`src/rtl/pipeline_ctrl_pkg.sv`:
```
// Shared definitions for the pipeline hazard/stall sequencer.
package pipeline_ctrl_pkg;

  typedef enum logic [0:0] {
    StRun     = 1'b0,
    StMemWait = 1'b1
  } ctrl_state_e;

  // Default cap on frozen memory-wait cycles.
  localparam int unsigned DefaultTimeout = 255;

  // addi x0, x0, 0: the bubble loaded by flushed stage registers.
  localparam logic [31:0] NopInstr = 32'h0000_0013;

endpackage

```
`src/rtl/pipeline_controller_if.sv`:
```
// Hazard inputs, stage controls and perf counters of the pipeline controller.
interface pipeline_controller_if #(
  parameter int unsigned REG_ADDR_W = 5,
  parameter int unsigned PERF_W     = 16
);
  logic [REG_ADDR_W-1:0] id_rs1;
  logic [REG_ADDR_W-1:0] id_rs2;
  logic                  id_uses_rs1;
  logic                  id_uses_rs2;
  logic [REG_ADDR_W-1:0] ex_rd;
  logic                  ex_mem_read;
  logic                  ex_branch_taken;
  logic                  mem_req;
  logic                  mem_ack;
  logic                  pc_en;
  logic                  if_id_en;
  logic                  id_ex_en;
  logic                  ex_mem_en;
  logic                  mem_wb_en;
  logic                  if_id_flush;
  logic                  id_ex_flush;
  logic                  mem_wb_flush;
  logic                  mem_err;
  logic [PERF_W-1:0]     stall_cycles;
  logic [PERF_W-1:0]     flush_count;

  // Pipeline side: supplies hazard info, consumes controls.
  modport master (
    output id_rs1, id_rs2, id_uses_rs1, id_uses_rs2, ex_rd, ex_mem_read,
           ex_branch_taken, mem_req, mem_ack,
    input  pc_en, if_id_en, id_ex_en, ex_mem_en, mem_wb_en,
           if_id_flush, id_ex_flush, mem_wb_flush, mem_err, stall_cycles, flush_count
  );

  // Controller side.
  modport slave (
    input  id_rs1, id_rs2, id_uses_rs1, id_uses_rs2, ex_rd, ex_mem_read,
           ex_branch_taken, mem_req, mem_ack,
    output pc_en, if_id_en, id_ex_en, ex_mem_en, mem_wb_en,
           if_id_flush, id_ex_flush, mem_wb_flush, mem_err, stall_cycles, flush_count
  );
endinterface

```
`src/rtl/load_use_detect.sv`:
```
// Combinational load-use hazard comparator between the ID sources and the EX load.
module load_use_detect #(
  parameter int unsigned REG_ADDR_W = 5
) (
  input  logic [REG_ADDR_W-1:0] id_rs1,
  input  logic [REG_ADDR_W-1:0] id_rs2,
  input  logic                  id_uses_rs1,
  input  logic                  id_uses_rs2,
  input  logic [REG_ADDR_W-1:0] ex_rd,
  input  logic                  ex_mem_read,
  output logic                  hazard
);

  logic rs1_hit;
  logic rs2_hit;

  // x0 is never a real dependency, so a load to x0 cannot stall.
  always_comb begin
    rs1_hit = id_uses_rs1 && (id_rs1 == ex_rd);
    rs2_hit = id_uses_rs2 && (id_rs2 == ex_rd);
    hazard  = ex_mem_read && (ex_rd != '0) && (rs1_hit || rs2_hit);
  end

endmodule

```
`src/rtl/pipeline_controller.sv`:
```
// Hazard and stall sequencer for the 5-stage pipeline: memory freeze with watchdog,
// branch flush and load-use stall, in that priority.
// Optional perf counters are built when PIPELINE_CTRL_PERF_EN is defined.
module pipeline_controller
  import pipeline_ctrl_pkg::*;
#(
  parameter int unsigned REG_ADDR_W = 5,
  parameter int unsigned TIMEOUT    = DefaultTimeout,
  parameter int unsigned PERF_W     = 16
) (
  input  logic                 clk,
  input  logic                 rst_n,
  pipeline_controller_if.slave bus
);

  localparam int unsigned    CntW       = $clog2(TIMEOUT + 1);
  localparam logic [CntW-1:0] TimeoutCnt = CntW'(TIMEOUT);

  ctrl_state_e     state_q, state_d;
  logic [CntW-1:0] cnt_q, cnt_d;
  logic            mem_err_q, mem_err_d;
  logic            freeze;
  logic            load_use;

  logic pc_en, if_id_en, id_ex_en, ex_mem_en, mem_wb_en;
  logic if_id_flush, id_ex_flush, mem_wb_flush;

  load_use_detect #(
    .REG_ADDR_W (REG_ADDR_W)
  ) u_load_use_detect (
    .id_rs1      (bus.id_rs1),
    .id_rs2      (bus.id_rs2),
    .id_uses_rs1 (bus.id_uses_rs1),
    .id_uses_rs2 (bus.id_uses_rs2),
    .ex_rd       (bus.ex_rd),
    .ex_mem_read (bus.ex_mem_read),
    .hazard      (load_use)
  );

  // State, wait counter and timeout pulse registers.
  always_ff @(posedge clk) begin
    if (!rst_n) begin
      state_q   <= StRun;
      cnt_q     <= '0;
      mem_err_q <= 1'b0;
    end else begin
      state_q   <= state_d;
      cnt_q     <= cnt_d;
      mem_err_q <= mem_err_d;
    end
  end

  // Next-state logic and freeze decision for the memory wait.
  always_comb begin
    state_d = state_q;
    cnt_d   = cnt_q;
    freeze  = 1'b0;
    case (state_q)
      StRun: begin
        if (bus.mem_req && !bus.mem_ack) begin
          freeze  = 1'b1;
          state_d = StMemWait;
          cnt_d   = CntW'(1);
        end
      end
      StMemWait: begin
        if (bus.mem_ack || (cnt_q == TimeoutCnt)) begin
          // Release cycle: ack arrived or the watchdog forces the pipeline on.
          state_d = StRun;
          cnt_d   = '0;
        end else begin
          freeze = 1'b1;
          cnt_d  = cnt_q + CntW'(1);
        end
      end
      default: begin
        state_d = StRun;
        cnt_d   = '0;
      end
    endcase
    // High during the cycle the wait counter sits at the cap, i.e. the forced release.
    mem_err_d = (state_d == StMemWait) && (cnt_d == TimeoutCnt);
  end

  // Stage enables and flushes, Mealy on state and current hazards.
  always_comb begin
    pc_en        = 1'b1;
    if_id_en     = 1'b1;
    id_ex_en     = 1'b1;
    ex_mem_en    = 1'b1;
    mem_wb_en    = 1'b1;
    if_id_flush  = 1'b0;
    id_ex_flush  = 1'b0;
    mem_wb_flush = 1'b0;
    if (!rst_n) begin
      {pc_en, if_id_en, id_ex_en, ex_mem_en, mem_wb_en} = '0;
      {if_id_flush, id_ex_flush, mem_wb_flush}          = '1;
    end else if (freeze) begin
      {pc_en, if_id_en, id_ex_en, ex_mem_en, mem_wb_en} = '0;
      mem_wb_flush = 1'b1;
    end else if (bus.ex_branch_taken) begin
      // Branch beats load-use: the ID instruction is on the wrong path anyway.
      if_id_flush = 1'b1;
      id_ex_flush = 1'b1;
    end else if (load_use) begin
      pc_en       = 1'b0;
      if_id_en    = 1'b0;
      id_ex_flush = 1'b1;
    end
  end

  assign bus.pc_en        = pc_en;
  assign bus.if_id_en     = if_id_en;
  assign bus.id_ex_en     = id_ex_en;
  assign bus.ex_mem_en    = ex_mem_en;
  assign bus.mem_wb_en    = mem_wb_en;
  assign bus.if_id_flush  = if_id_flush;
  assign bus.id_ex_flush  = id_ex_flush;
  assign bus.mem_wb_flush = mem_wb_flush;
  assign bus.mem_err      = mem_err_q;

`ifdef PIPELINE_CTRL_PERF_EN
  logic [PERF_W-1:0] stall_q;
  logic [PERF_W-1:0] flush_q;

  // Saturating counters of stalled-pc cycles and IF/ID flush cycles.
  always_ff @(posedge clk) begin
    if (!rst_n) begin
      stall_q <= '0;
      flush_q <= '0;
    end else begin
      if (!pc_en && (stall_q != '1)) stall_q <= stall_q + PERF_W'(1);
      if (if_id_flush && (flush_q != '1)) flush_q <= flush_q + PERF_W'(1);
    end
  end

  assign bus.stall_cycles = stall_q;
  assign bus.flush_count  = flush_q;
`else
  assign bus.stall_cycles = '0;
  assign bus.flush_count  = '0;
`endif

endmodule
```
`src/flat_wrapper.sv`:
```
// flat-port wrapper written by rule: the top's interface ports become plain ports
module pipeline_controller_flat import pipeline_ctrl_pkg::*;
#(
  parameter int unsigned REG_ADDR_W = 5,
  parameter int unsigned TIMEOUT    = DefaultTimeout,
  parameter int unsigned PERF_W     = 16
)
  (clk, rst_n, bus_id_rs1, bus_id_rs2, bus_id_uses_rs1, bus_id_uses_rs2, bus_ex_rd, bus_ex_mem_read, bus_ex_branch_taken, bus_mem_req, bus_mem_ack, bus_pc_en, bus_if_id_en, bus_id_ex_en, bus_ex_mem_en, bus_mem_wb_en, bus_if_id_flush, bus_id_ex_flush, bus_mem_wb_flush, bus_mem_err, bus_stall_cycles, bus_flush_count);
  pipeline_controller_if #(.REG_ADDR_W(REG_ADDR_W), .PERF_W(PERF_W)) bus_i ();
  input  logic clk;
  input  logic rst_n;
  input wire logic [$bits(bus_i.id_rs1)-1:0] bus_id_rs1;
  input wire logic [$bits(bus_i.id_rs2)-1:0] bus_id_rs2;
  input wire logic [$bits(bus_i.id_uses_rs1)-1:0] bus_id_uses_rs1;
  input wire logic [$bits(bus_i.id_uses_rs2)-1:0] bus_id_uses_rs2;
  input wire logic [$bits(bus_i.ex_rd)-1:0] bus_ex_rd;
  input wire logic [$bits(bus_i.ex_mem_read)-1:0] bus_ex_mem_read;
  input wire logic [$bits(bus_i.ex_branch_taken)-1:0] bus_ex_branch_taken;
  input wire logic [$bits(bus_i.mem_req)-1:0] bus_mem_req;
  input wire logic [$bits(bus_i.mem_ack)-1:0] bus_mem_ack;
  output wire logic [$bits(bus_i.pc_en)-1:0] bus_pc_en;
  output wire logic [$bits(bus_i.if_id_en)-1:0] bus_if_id_en;
  output wire logic [$bits(bus_i.id_ex_en)-1:0] bus_id_ex_en;
  output wire logic [$bits(bus_i.ex_mem_en)-1:0] bus_ex_mem_en;
  output wire logic [$bits(bus_i.mem_wb_en)-1:0] bus_mem_wb_en;
  output wire logic [$bits(bus_i.if_id_flush)-1:0] bus_if_id_flush;
  output wire logic [$bits(bus_i.id_ex_flush)-1:0] bus_id_ex_flush;
  output wire logic [$bits(bus_i.mem_wb_flush)-1:0] bus_mem_wb_flush;
  output wire logic [$bits(bus_i.mem_err)-1:0] bus_mem_err;
  output wire logic [$bits(bus_i.stall_cycles)-1:0] bus_stall_cycles;
  output wire logic [$bits(bus_i.flush_count)-1:0] bus_flush_count;
  assign bus_i.id_rs1 = bus_id_rs1;
  assign bus_i.id_rs2 = bus_id_rs2;
  assign bus_i.id_uses_rs1 = bus_id_uses_rs1;
  assign bus_i.id_uses_rs2 = bus_id_uses_rs2;
  assign bus_i.ex_rd = bus_ex_rd;
  assign bus_i.ex_mem_read = bus_ex_mem_read;
  assign bus_i.ex_branch_taken = bus_ex_branch_taken;
  assign bus_i.mem_req = bus_mem_req;
  assign bus_i.mem_ack = bus_mem_ack;
  assign bus_pc_en = bus_i.pc_en;
  assign bus_if_id_en = bus_i.if_id_en;
  assign bus_id_ex_en = bus_i.id_ex_en;
  assign bus_ex_mem_en = bus_i.ex_mem_en;
  assign bus_mem_wb_en = bus_i.mem_wb_en;
  assign bus_if_id_flush = bus_i.if_id_flush;
  assign bus_id_ex_flush = bus_i.id_ex_flush;
  assign bus_mem_wb_flush = bus_i.mem_wb_flush;
  assign bus_mem_err = bus_i.mem_err;
  assign bus_stall_cycles = bus_i.stall_cycles;
  assign bus_flush_count = bus_i.flush_count;
  pipeline_controller #(.REG_ADDR_W(REG_ADDR_W), .TIMEOUT(TIMEOUT), .PERF_W(PERF_W)) u_core (.clk(clk), .rst_n(rst_n), .bus(bus_i));
endmodule
```
`config.mk`:
```
export PLATFORM = sky130hd
export DESIGN_NAME = pipeline_controller_flat
export DESIGN_NICKNAME = d
export VERILOG_FILES = /design/src/rtl/pipeline_ctrl_pkg.sv /design/src/rtl/pipeline_controller_if.sv /design/src/rtl/load_use_detect.sv /design/src/rtl/pipeline_controller.sv /design/src/flat_wrapper.sv
export SDC_FILE = /design/constraint.sdc
export NUM_CORES = 1
export LEC_CHECK = 0
export BUFFER_PORTS_ARGS = -buffer_cell sky130_fd_sc_hd__buf_4
export CAP_MARGIN = 20
export CORE_ASPECT_RATIO = 2
export CORE_UTILIZATION = 38
export DETAILED_ROUTE_END_ITERATION = 8
export PLACE_DENSITY = 0.86
export SYNTH_ARGS = -nofsm -noshare
export SYNTH_HDL_FRONTEND = slang
export SYNTH_HIERARCHICAL = 1
export SYNTH_SLANG_ARGS = --single-unit
```
`constraint.sdc`:
```
create_clock -name clk -period 1.6 [get_ports clk]
set_input_delay 0.08 -clock clk [delete_from_list [all_inputs] [get_ports clk]]
set_output_delay 0.08 -clock clk [all_outputs]
set_load 0.02 [all_outputs]
```
== Yosys cells after proc, flatten, opt, wreduce, memory -nomap -nowiden ==
Index checks and enable logic that the tools add are counted.
W data, S select, Z words.

* $add $sub $neg: 1
* Bitwise gates (word level): 1
* Reductions and logical operators: 10
* Mux-type cells: 21
* Equality and inequality tests: 4

{| class="wikitable"
|+ Operator list
! kind !! count
|-
| $mux W1 || 17
|-
| $eq A8 B8 Y1 const B || 2
|-
| $mux W8 || 2
|-
| $pmux W8 S2 || 1
|-
| $eq A5 B5 Y1 || 2
|-
| $add A8 B1 Y8 const B || 1
|-
| $logic_and A1 B1 Y1 || 6
|-
| $reduce_bool A5 Y1 || 1
|-
| $logic_or A1 B1 Y1 || 2
|-
| $pmux W1 S2 || 1
|-
| $logic_not A1 Y1 || 1
|-
| $not A1 Y1 || 1
|}

* Output and inout bits: 41
* Input port bits: 23
* Register bits after elaboration: 10
* Logic and storage cells: 40

== Depth between registers and ports, before layout ==
* Depth in word-level cells: 8
* Gate-level depth with buffers: 7
* Mapped depth without buffers: 6

== Cells and area by module ==
Netlist, hierarchy kept.

{| class="wikitable"
|+ Modules (own cells, without submodules)
! module !! cells each !! instances !! sequential area each (um2) !! area an instance (um2)
|-
| pipeline_controller || 112 || 1 || 200.2 || 874.6
|-
| load_use_detect || 17 || 1 || 0.0 || 133.9
|}

== Worst setup path before layout ==
OpenSTA, ideal clock, no wires.

* Path kind: flip-flop to output port
* Start: reg u_core.cnt_q[0]
* End: out bus_pc_en
* Data required time: 1.520 ns
* Cell stages (with the launch flop): 8
* Slack: -0.614 ns
* Arrival time: 2.134 ns
* Buffers on the path: 1
* Cells stage by stage: dfxtp_1 -> ha_1 -> nand3_2 -> o21ai_0 -> a21boi_0 -> nand2_1 -> a21oi_1 -> buf_4

* Word-level cells in the longest chain between the ends: 6

{| class="wikitable"
|+ RTL lines
! item !! line !! RTL
|-
| start: declaration || pipeline_controller.sv:20 || <nowiki>logic [CntW-1:0] cnt_q, cnt_d;</nowiki>
|-
| start signal: assignment || pipeline_controller.sv:48 || <nowiki>cnt_q <= cnt_d;</nowiki>
|-
| $eq A8 B8 Y1 || pipeline_controller.sv:67 || <nowiki>if (bus.mem_ack || (cnt_q == TimeoutCnt)) begin</nowiki>
|-
| $logic_or A1 B1 Y1 || pipeline_controller.sv:67 ||
|-
| $mux W1 || pipeline_controller.sv:67 ||
|-
| $pmux W1 S2 || pipeline_controller.sv:58 || <nowiki>case (state_q)</nowiki>
|-
| $mux W1 (2 in series) || n/a ||
|-
| end: declaration || flat_wrapper.sv:21 || <nowiki>output wire logic [$bits(bus_i.pc_en)-1:0] bus_pc_en;</nowiki>
|}

No other way between the ends.

== Worst setup path after layout ==
* Start: reg u_core.cnt_q[5]
* End: out bus_id_ex_flush

* Word-level cells in the longest chain between the ends: 6

{| class="wikitable"
|+ RTL lines
! item !! line !! RTL
|-
| $eq A8 B8 Y1 || pipeline_controller.sv:67 ||
|-
| $logic_or A1 B1 Y1 || pipeline_controller.sv:67 ||
|-
| $mux W1 || pipeline_controller.sv:67 ||
|-
| $pmux W1 S2 || pipeline_controller.sv:58 ||
|-
| $mux W1 || pipeline_controller.sv:98 || <nowiki>end else if (freeze) begin</nowiki>
|-
| $mux W1 || pipeline_controller.sv:95 || <nowiki>if (!rst_n) begin</nowiki>
|-
| end: declaration || flat_wrapper.sv:27 || <nowiki>output wire logic [$bits(bus_i.id_ex_flush)-1:0] bus_id_ex_flush;</nowiki>
|}

No other way between the ends.

==> out/metrics.cfg <==
[global_routing]
use_met1_pct = 15.2
use_met3_pct = 7.08
grt_pass1_vias = 932
grt_max_degree = 13
gr-usage-met2_pct = 38.2
grt_pass1_wl_um = 4080
grt_overflow = 0
antenna_found_initial = 0
track_usage_pct = 20.3
busiest_layer = met2

[power_and_ir_drop]
seq_power_share_pct = 30.1
swShare_pct = 32.1
clkPwrFrac_pct = 37.0
p_leak_nw = 0.683
vdd_ir_drop_max_v = 0.000373
combPwrFrac_pct = 32.9
intPower_uw = 581
power.density_nw_per_um2 = 588
p_switching_uw = 275

[layout]
num-nets-final = 204
nFillCells = 212
antennaDiodeCount = 0
drive_gt1_share_pct = 44.7
syn2layout_area_growth_pct = 44.2

[die]
start_util_pct = 39.7
dieArea_um2 = 2880
row_count = 26
die-height_um = 74.9
core-area_um2 = 2540
top_level_ports = 64
die_w_um = 38.4

[timing]
fin_crit_ns = 1.77
max_freq_mhz = 564
whs_ns = 0.175
rsz0062_at_grt = true
layout_worst_path_cycle_share_pct = 111
worst_slack_ns = -0.172
hold_violations = 0
drv_slew = 0
finalSetupViolations = 7
fin_worst_skew_ns = 0.00247

[synth]
netlist_top_cells_count = 35 x buf_4, 10 x dfxtp_1, 8 x xor2_1
synth_area_leaders = buf_4 26%, dfxtp_1 20%, xor2_1 6.9%
yosys_warnings = 6
synthCells = 129
synth_top_flop_cell = dfxtp_1
synth.top_cell.area_share_pct = 26.1
seq_area_frac_synth_pct = 19.9
syn-cell-area_um2 = 1010
yosysTopAreaCell = buf_4
synth_enable_flop_cells = 0
ys_ff_latch = 10
synth.distinct_cells = 38
yosysMostFrequentCell = buf_4
avgSynthCellArea_um2 = 7.82
async_flop_share_pct = 0

[cts]
cts.path.max_buffers = 2
clock_latency_ns = 0.24
cts_tree = yes
path_clk_slew_ns = 0.05
cts_htree_levels = 1
cts_buffers = 3
root_buffer = clkbuf_8
clock-sinks = 10

[setup_path]
crit_type = reg2out
crit_path_frequent_cell = buf_4
slowest_stage = nor4b_2
critPathCaptureType = output port
max_stage_delay_ns = 0.37
critical_path_arrival_ns = 1.69
crit_chain = nand4_1 -> buf_4 -> nor3_4 -> nor4b_2 -> buf_4 -> a21oi_2 -> buf_6
timing.critical_path.fanout_max = 4
start_kind = flop
worstPathRequired_ns = 1.52

[drt]
first_pass_iters = 4
wl_per_cell_um = 14.7
ant_nets = 0
via_count = 1048
detail_route.vias_per_cell = 5.06
drc = 0
drt_iter0_markers = 50
wl_um = 3040

[placement]
place_ws_ns = 0.0568
io_buffer_count = 31
gp_congestion = 0.807
post-dp-hpwl_um = 1850

[job]
cap_violations = 0

[min_path]
hp-class = in2reg

[status]
violations = negative setup slack
outcome = complete, but fails checks

-- layout make-up --
class / count / area [µm²] / area share (%)
inverter: 5 / 18.8 / 1.29
sequential: 10 / 209 / 14.4
timing repair buffer: 51 / 413 / 28.4
clock buffer: 4 / 55.1 / 3.79
tap: 28 / 35.0 / 2.41
multi-input combinational: 109 / 723 / 49.7
-- path summary, 6_finish.rpt --
check,end,start,cells past startpoint,slack (ns)
hold reg to reg,u_core/cnt_q[5],u_core/cnt_q[5],2,0.57
hold / removal,u_core/cnt_q[5],rst_n,2,0.18
setup reg to reg,u_core/bus.mem_err,u_core/cnt_q[5],7,-0.12
setup / recovery,bus_id_ex_flush,u_core/cnt_q[5],7,-0.17
-- placed cells by master (no fill, tap or decap), drive strengths merged, types with 3 or more instances in the layout --
cell    count
nand4       3
nand3       8
clkbuf      4
and2        4
nand2       8
nor2        3
xor2        8
o21ai       7
nor4        5
nor2b       3
a21oi       6
dfxtp      10
inv         5
conb       32
buf        51
o211ai      4
-- per-layer routing --
layer | up-vias | routed length [µm]
met5 | - | 0
met4 | 0 | 94
met3 | 10 | 290
met2 | 83 | 1740
met1 | 475 | 921
li1 | 480 | -
-- power by group through the flow --
stage	combinational (mW)	clock (mW)	sequential [mW]
after floorplan	0.219	0	0.264
after global placement	0.245	0	0.263
after detailed placement	0.247	0	0.263
after CTS	0.264	0.325	0.258
after global routing	0.300	0.338	0.257
final	0.282	0.316	0.258
-- what timing repair did --
action | 4_1_cts | 5_1_grt
pin swaps | 3 | 10
hold buffers | 0 | 0
resized for setup | 10 | 10
setup endpoints to repair | 8 | 11
buffers inserted | 6 | 7
-- metrics by stage --
step	instances	instance area [µm²]	power (mW)	TNS [ns]	utilization, %
2_1_floorplan	160	1170	0.483	0	-
3_3_place_gp	190	1220	0.508	0	48.2
3_5_place_dp	190	1220	0.510	0	48.2
4_1_cts	200	1370	0.847	-0.314	53.8
5_1_grt	207	1450	0.896	-1.21	57.3
6_report	207	1450	0.855	-0.614	57.3
-- sequential cells by signal, indices dropped and copies added (netlist names) --
register and flops:
u_core/cnt_q 8, u_core/state_q 1, u_core/bus.mem_err 1
-- cells by family (layout without fill, tap and decap cells) --
kind of cell / count (synthesis) / in the layout / share of synthesized area [%]
other cells: 1 / 32 / 0.372
buf+inv: 41 / 60 / 28.3
flops: 10 / 10 / 19.9
compound gates: 21 / 21 / 12.8
simple gates: 44 / 44 / 27.8
mux: 1 / 1 / 0.993
xor+xnor: 10 / 10 / 8.69
fa+ha+maj: 1 / 1 / 1.24
-- critical path: cells and delay by family, from the launching register on --
family | cells | cell delay [ns]
AND/OR/NAND/NOR | 3 | 0.59
AO/OA/AOI/OAI | 1 | 0.03
buffers and inverters | 3 | 0.49
flip-flops | 1 | 0.35
Note: power is estimated with default switching activity, not from simulation.
